**config.mk**
```make
export PLATFORM = sky130hd
export DESIGN_NAME = funit_seq
export DESIGN_NICKNAME = d
export VERILOG_FILES = /design/src/rtl/funit_seq_pkg.sv /design/src/rtl/funit_seq.sv
export SDC_FILE = /design/constraint.sdc
export NUM_CORES = 1
export LEC_CHECK = 0
export CAP_MARGIN = 20
export CORE_MARGIN = 5
export CORE_UTILIZATION = 58
export DETAILED_ROUTE_END_ITERATION = 7
export DONT_BUFFER_PORTS = 1
export GPL_ROUTABILITY_DRIVEN = 0
export GPL_TIMING_DRIVEN = 0
export PLACE_DENSITY_LB_ADDON = 0.15
export SYNTH_ARGS = -nofsm -noshare
export SYNTH_HDL_FRONTEND = slang
export SYNTH_SLANG_ARGS = --single-unit
export TNS_END_PERCENT = 1
```
**constraint.sdc**
```tcl
create_clock -name clk -period 2.25 [get_ports clk]
set_clock_uncertainty 0.15 [all_clocks]
set_input_delay 0.45 -clock clk [delete_from_list [all_inputs] [get_ports clk]]
set_output_delay 0.45 -clock clk [all_outputs]
set_load 0.02 [all_outputs]
```
**src/rtl/funit_seq_pkg.sv**
```systemverilog
// Shared constants for the funit pass sequencer: state encodings and function-select codes.
package funit_seq_pkg;

  localparam logic [1:0] S_IDLE = 2'd0;
  localparam logic [1:0] S_EXEC = 2'd1;
  localparam logic [1:0] S_DONE = 2'd2;

  localparam int FS_MF_BIT = 4;

  localparam logic [4:0] FS_PASS = 5'h00;
  localparam logic [4:0] FS_ADD  = 5'h02;
  localparam logic [4:0] FS_SUB  = 5'h05;
  localparam logic [4:0] FS_SHL  = 5'h10;
  localparam logic [4:0] FS_SHR  = 5'h11;

  function automatic logic is_shift(input logic [4:0] fs);
    return fs[FS_MF_BIT];
  endfunction

endpackage

```
**src/rtl/funit_seq.sv**
```systemverilog
// Multi-pass sequencer: replays one command through an external funit 1..N times,
// feeding fout back into opA (ALU) or opB (shifter), then returns the final result.
module funit_seq
  import funit_seq_pkg::*;
#(
  parameter int BW = 8,
  parameter int CW = 4
) (
  input  logic          clk,
  input  logic          rst,
  input  logic          cmd_valid,
  output logic          cmd_ready,
  input  logic [4:0]    cmd_fs,
  input  logic [BW-1:0] cmd_a,
  input  logic [BW-1:0] cmd_b,
  input  logic [CW-1:0] cmd_cnt,
  input  logic          cmd_wpsw,
  output logic [BW-1:0] fu_opA,
  output logic [BW-1:0] fu_opB,
  output logic [4:0]    fu_fs,
  output logic          fu_rw,
  input  logic [BW-1:0] fu_fout,
  output logic          rsp_valid,
  input  logic          rsp_ready,
  output logic [BW-1:0] rsp_data,
  output logic          busy
);

  localparam logic [CW-1:0] ONE = {{(CW-1){1'b0}}, 1'b1};

  logic [1:0]    state;
  logic [4:0]    fs_reg;
  logic          wpsw_reg;
  logic [CW-1:0] rem;

  always_ff @(posedge clk or negedge rst) begin
    if (!rst) begin
      state    <= S_IDLE;
      fu_opA   <= '0;
      fu_opB   <= '0;
      fs_reg   <= '0;
      wpsw_reg <= 1'b0;
      rem      <= '0;
      rsp_data <= '0;
    end else begin
      case (state)
        S_IDLE: begin
          if (cmd_valid) begin
            fu_opA   <= cmd_a;
            fu_opB   <= cmd_b;
            fs_reg   <= cmd_fs;
            wpsw_reg <= cmd_wpsw;
            rem      <= (cmd_cnt == '0) ? ONE : cmd_cnt;
            state    <= S_EXEC;
          end
        end
        S_EXEC: begin
          // Intermediate passes recirculate fout; only the last pass produces the response.
          if (rem > ONE) begin
            if (is_shift(fs_reg)) fu_opB <= fu_fout;
            else                  fu_opA <= fu_fout;
            rem <= rem - ONE;
          end else begin
            rsp_data <= fu_fout;
            state    <= S_DONE;
          end
        end
        S_DONE: begin
          if (rsp_ready) state <= S_IDLE;
        end
        default: state <= S_IDLE;
      endcase
    end
  end

  // PSW write comes purely from registered state so it is steady across the funit's negedge latch.
  assign fu_fs     = (state == S_EXEC) ? fs_reg : 5'd0;
  assign fu_rw     = (state == S_EXEC) && wpsw_reg && (rem == ONE);
  assign cmd_ready = rst && (state == S_IDLE);
  assign rsp_valid = (state == S_DONE);
  assign busy      = (state != S_IDLE);

endmodule

```
* After elaboration in Yosys (flattened, before gate mapping)
Index checks and enable logic that the tools add are counted.
** Storage, ports and cells
- Logic and storage cells :: 49
- Output and inout bits :: 33
- Flip-flop bits (word level) :: 36
** Cells by class
- Eq/ne operators :: 9
- Reductions and logical operators :: 13
- Order comparisons :: 1
- Add/sub/neg operators :: 1
- Multiplexer cells :: 17
- Bitwise logic cells :: 1
** Operators by type and width (count)
- 2-to-1 mux 8 bit :: 6
- case mux 8 bit (2 select lines) :: 2
- 2-to-1 mux 4 bit :: 3
- inequality test 2 bit (second input constant) :: 5
- case mux 4 bit (2 select lines) :: 1
- AND reduction 4 bit :: 2
- 2-to-1 mux 2 bit :: 3
- case mux 2 bit (3 select lines) :: 1
- AND reduction 3 bit :: 2
- 2-to-1 mux 5 bit :: 1
- equality test 4 x 1 -> 1 bit (second input constant) :: 1
- greater-than comparator 4 x 1 -> 1 bit (second input constant) :: 1
- zero test 4 bit :: 1
- AND reduction 2 bit :: 2
- nonzero test 2 bit :: 2
- subtractor 4 x 1 -> 4 bit (second input constant) :: 1
- logical AND 1 bit :: 3
- equality test 2 x 1 -> 1 bit (second input constant) :: 1
- equality test 2 bit (second input constant) :: 1
- zero test 2 bit :: 1
- inequality test 2 x 1 -> 1 bit (second input constant) :: 1
- NOT 1 bit :: 1

* Depth between registers and ports, before layout
- Depth in word-level cells :: 4
- Depth in mapped cells :: 7
- Mapped depth without buffers :: 6

* Worst setup path after synthesis
Ideal clock, no wire load.
- Kind :: flip-flop to flip-flop
- Start point :: register rem[0]
- End point :: register fu_opA[0]
- Library setup time :: 0.125 ns
- Slack :: 0.193 ns
- Required time :: 1.975 ns
- Cell stages (with the launch flop) :: 7
- Arrival :: 1.782 ns
- Cells stage by stage :: dfrtp_1 > inv_1 > ha_1 > or2_2 > a21o_1 > o21ai_4 > mux2_2
** Between the ends
- Longest elaborated chain between the ends :: 3
** RTL lines
- from (decl) :: RTL line funit_seq.sv:34 : logic [CW-1:0] rem;
- from (signal assigned) :: RTL line funit_seq.sv:53 : rem <= (cmd_cnt == '0) ? ONE : cmd_cnt;
- from (signal assigned) :: RTL line funit_seq.sv:62 : rem <= rem - ONE;
- greater-than comparator 4 x 1 -> 1 bit :: RTL line funit_seq.sv:59 : if (rem > ONE) begin
- inequality test 2 bit (no line)
- AND reduction 4 bit (no line)
- to (signal assigned) :: RTL line funit_seq.sv:49 : fu_opA <= cmd_a;
- to (signal assigned) :: RTL line funit_seq.sv:61 : else fu_opA <= fu_fout;
- to (decl) :: RTL line funit_seq.sv:18 : output logic [BW-1:0] fu_opA,
No other way between the ends.
A chain may end at the register's enable or synchronous reset.

* Final worst setup path
- Start point :: register state[0]
- End point :: output port fu_rw
** Between the ends
- Longest elaborated chain between the ends :: 3
** RTL lines
- from (decl) :: RTL line funit_seq.sv:31 : logic [1:0] state;
- from (signal assigned) :: RTL line funit_seq.sv:38 : state <= S_IDLE;
- from (signal assigned) :: RTL line funit_seq.sv:54 : state <= S_EXEC;
- from (signal assigned) :: RTL line funit_seq.sv:65 : state <= S_DONE;
- equality test 2 x 1 -> 1 bit :: RTL line funit_seq.sv:78 : assign fu_rw = (state == S_EXEC) && wpsw_reg && (rem == ONE);
- logical AND 1 bit (2 in series) :: RTL line funit_seq.sv:78
- to (decl) :: RTL line funit_seq.sv:21 : output logic fu_rw,
No other way between the ends.

==> impl_metrics.tcl <==
set metrics [dict create \
    ant_nets 0 \
    netlist.area_leader.share_pct 52.4 \
    ys_top_cells_by_area "dfrtp_1 52%, mux2_2 14%, nand2_1 7.2%" \
    syn-cell-area_sq_mm 0.00172 \
    instances_no_fill 201 \
    combPwrFrac_pct 44.2 \
    seq_area_frac_synth_pct 52.4 \
    port_buffers 0 \
    synth_top_area_cell "dfrtp_1" \
    synthArstFlopShare_pct 100 \
    final_cell_area_sq_mm 0.00192 \
    yosysWarnings 0 \
    peakVddDrop_mv 1.08 \
    syn-mean-instance-area_sq_um 10.8 \
    reg_top3 "fu_opA: 8 flops, fu_opB: 8 flops, rsp_data: 8 flops" \
    diodes 0 \
    seqPwrFrac_pct 41.8 \
    dieArea_sq_mm 0.00415 \
    timing.fmax_mhz 462 \
    p_int_mw 2.03 \
    core_area_sq_mm 0.00281 \
    drv_slew 0 \
    ctsRootBufferMaster "clkbuf_4" \
    wl_per_cell_um 20.1 \
    cp.required_ns 1.65 \
    grt_pass1_wl_mm 6.60 \
    synth_edf_count 0 \
    hold_path_class "in2reg" \
    maxCapViolCount 0 \
    crit_type "reg2out" \
    max_slew_margin_pct 65.3 \
    crit_start "state[0]" \
    ys.flop_type "dfrtp_1" \
    cts_sinks 36 \
    syn_to_final_growth_pct 11.5 \
    critical_path.cell_chain "nor2b_1 > clkbuf_2 > and4_2" \
    worstSkewPairLatency_ns 0.34 \
    h-tree-depth 2 \
    synthCells 159 \
    ys_types 29 \
    grt_util_all_layers_pct 20.7 \
    clockBufferDepth 2 \
    hold_viol 0 \
    via_per_inst 6.12 \
    status "finished clean" \
    initial_core_util_pct 61.3 \
    antenna_found_initial 0 \
    drtIter0Drc 66 \
    grt_max_degree 37 \
    setup.worst_path.start_class "flip-flop" \
    critPathMaxFanout 10 \
    rows 19 \
    worst-path-buf-inv 1 \
    critPathMaxStageDelay_ns 0.46 \
    rsz0062_at_grt "true" \
    nets 209 \
    placed_cells 190 \
    drt_wl_total_mm 4.04 \
    grt_pass1_vias 1370 \
    synthMostInstantiatedCell "dfrtp_1" \
    crit_family "simple AND/OR/NAND/NOR gates" \
    p_switching_mw 1.62 \
    swShare_pct 44.4 \
    drive_gt1_share_pct 26.5 \
    cp_slowest_cell "dfrtp_2" \
    cts_buffers 5 \
    min_from "cmd_b[0]" \
    drc_errors 0 \
    power_mw 3.65 \
    rr_startpoint "rem[0]" \
    endpoint_kind "output port" \
    power_per_cell_area_mw_per_mm2 1910 \
    dp_hpwl_mm 2.96 \
    tightest_slew_ns 0.520 \
    timing.final.crit_period_ns 2.17 \
    clkPwrFrac_pct 14.0 \
    fin_crit_sh_pct 96.2 \
    p_leak_nw 0.876 \
    ys_ff_latch 36 \
    vias 1230 \
    cts_tree "built" \
    clkTransAtPathRegs_ns 0.11 \
    netlist_top_cells_count "36 x dfrtp_1, 33 x nand2_1, 22 x mux2_2" \
    cp_data_arrival_time_ns 1.57 \
    die-width_um 64.4 \
    io_pins 71 \
    synth_nets 199 \
    setup_viol 0 \
    firstDrtPassIters 4 \
    die_h_um 64.4 \
    globalRouteOverflowTotal 0 \
    rrSetupSlack_ns 0.09 \
    placed_area_sq_mm 0.00176 \
]
## layout by cell type (no fill, tap or decap), types with 3 or more instances in the layout
cell type and instances:
a21oi_1 3, a31oi_1 8, and2_1 5, clkbuf_1 3, clkbuf_4 5, dfrtp_1 35
inv_1 4, mux2_2 22, nand2_1 33, nor2_1 13, nor3_1 3
## final timing paths
check | to | cells past startpoint
max in group asynchronous | rsp_data[3] | 2
max | fu_rw | 3
max reg2reg | fu_opA[7] | 7
min reg2reg | fs_reg[0] | 1
min in group asynchronous | rem[1] | 2
min | fu_opB[0] | 2
## cell type report
type | count | area, sq um
sequential | 36 | 902
fill | 222 | 888
multi-input combinational | 112 | 778
clock buffer | 7 | 65.1
timing repair buffer | 3 | 50.0
tap | 31 | 38.8
buffer | 7 | 37.5
clock inverter | 1 | 30.0
inverter | 4 | 15.0
## power by group through the flow
stage / Clock, mW / Sequential (mW) / Combinational [mW]
global route: 0.551 / 1.57 / 1.78
finish: 0.512 / 1.53 / 1.61
detailed placement: 0 / 1.54 / 1.50
floorplan: 0 / 1.45 / 1.25
CTS: 0.519 / 1.53 / 1.62
global placement: 0 / 1.52 / 1.44
## kinds of logic after synthesis
group	count (synthesis)	synth area share (%)
fa+ha+maj	2	1.46
compound gates	23	11.2
mux	24	15.6
simple gates	63	16.4
flops	36	52.4
buf+inv	11	2.98
## stage by stage
step	hold WS, ns	worst slack [ns]	TNS [ns]	utilization, %
4_1_cts	0.0854	0.0303	0	68.2
6_report	0.0938	0.0847	0	68.3
3_3_place_gp	0.00530	0.0315	0	62.7
2_1_floorplan	0.00441	0.193	0	-
5_1_grt	0.0850	-0.0135	-0.0135	68.3
3_5_place_dp	0.00525	-0.00516	-0.0231	62.7
## timing repair
item,in CTS,in global routing
endpoints found under the setup margin,14,11
pin swaps,1,1
buffers inserted,1,0
hold buffers,2,0
hold endpoints to repair,36,0
resized for setup,3,2
## layer usage
metal	part of all wire (%)	track usage, %	vias up
met2	52	36.0	54
li1	-	-	566
met3	9.2	8.81	10
met5	0	0	-
met4	1.6	6.86	0
met1	37	22.9	600
(Power assumes the default switching activity.)
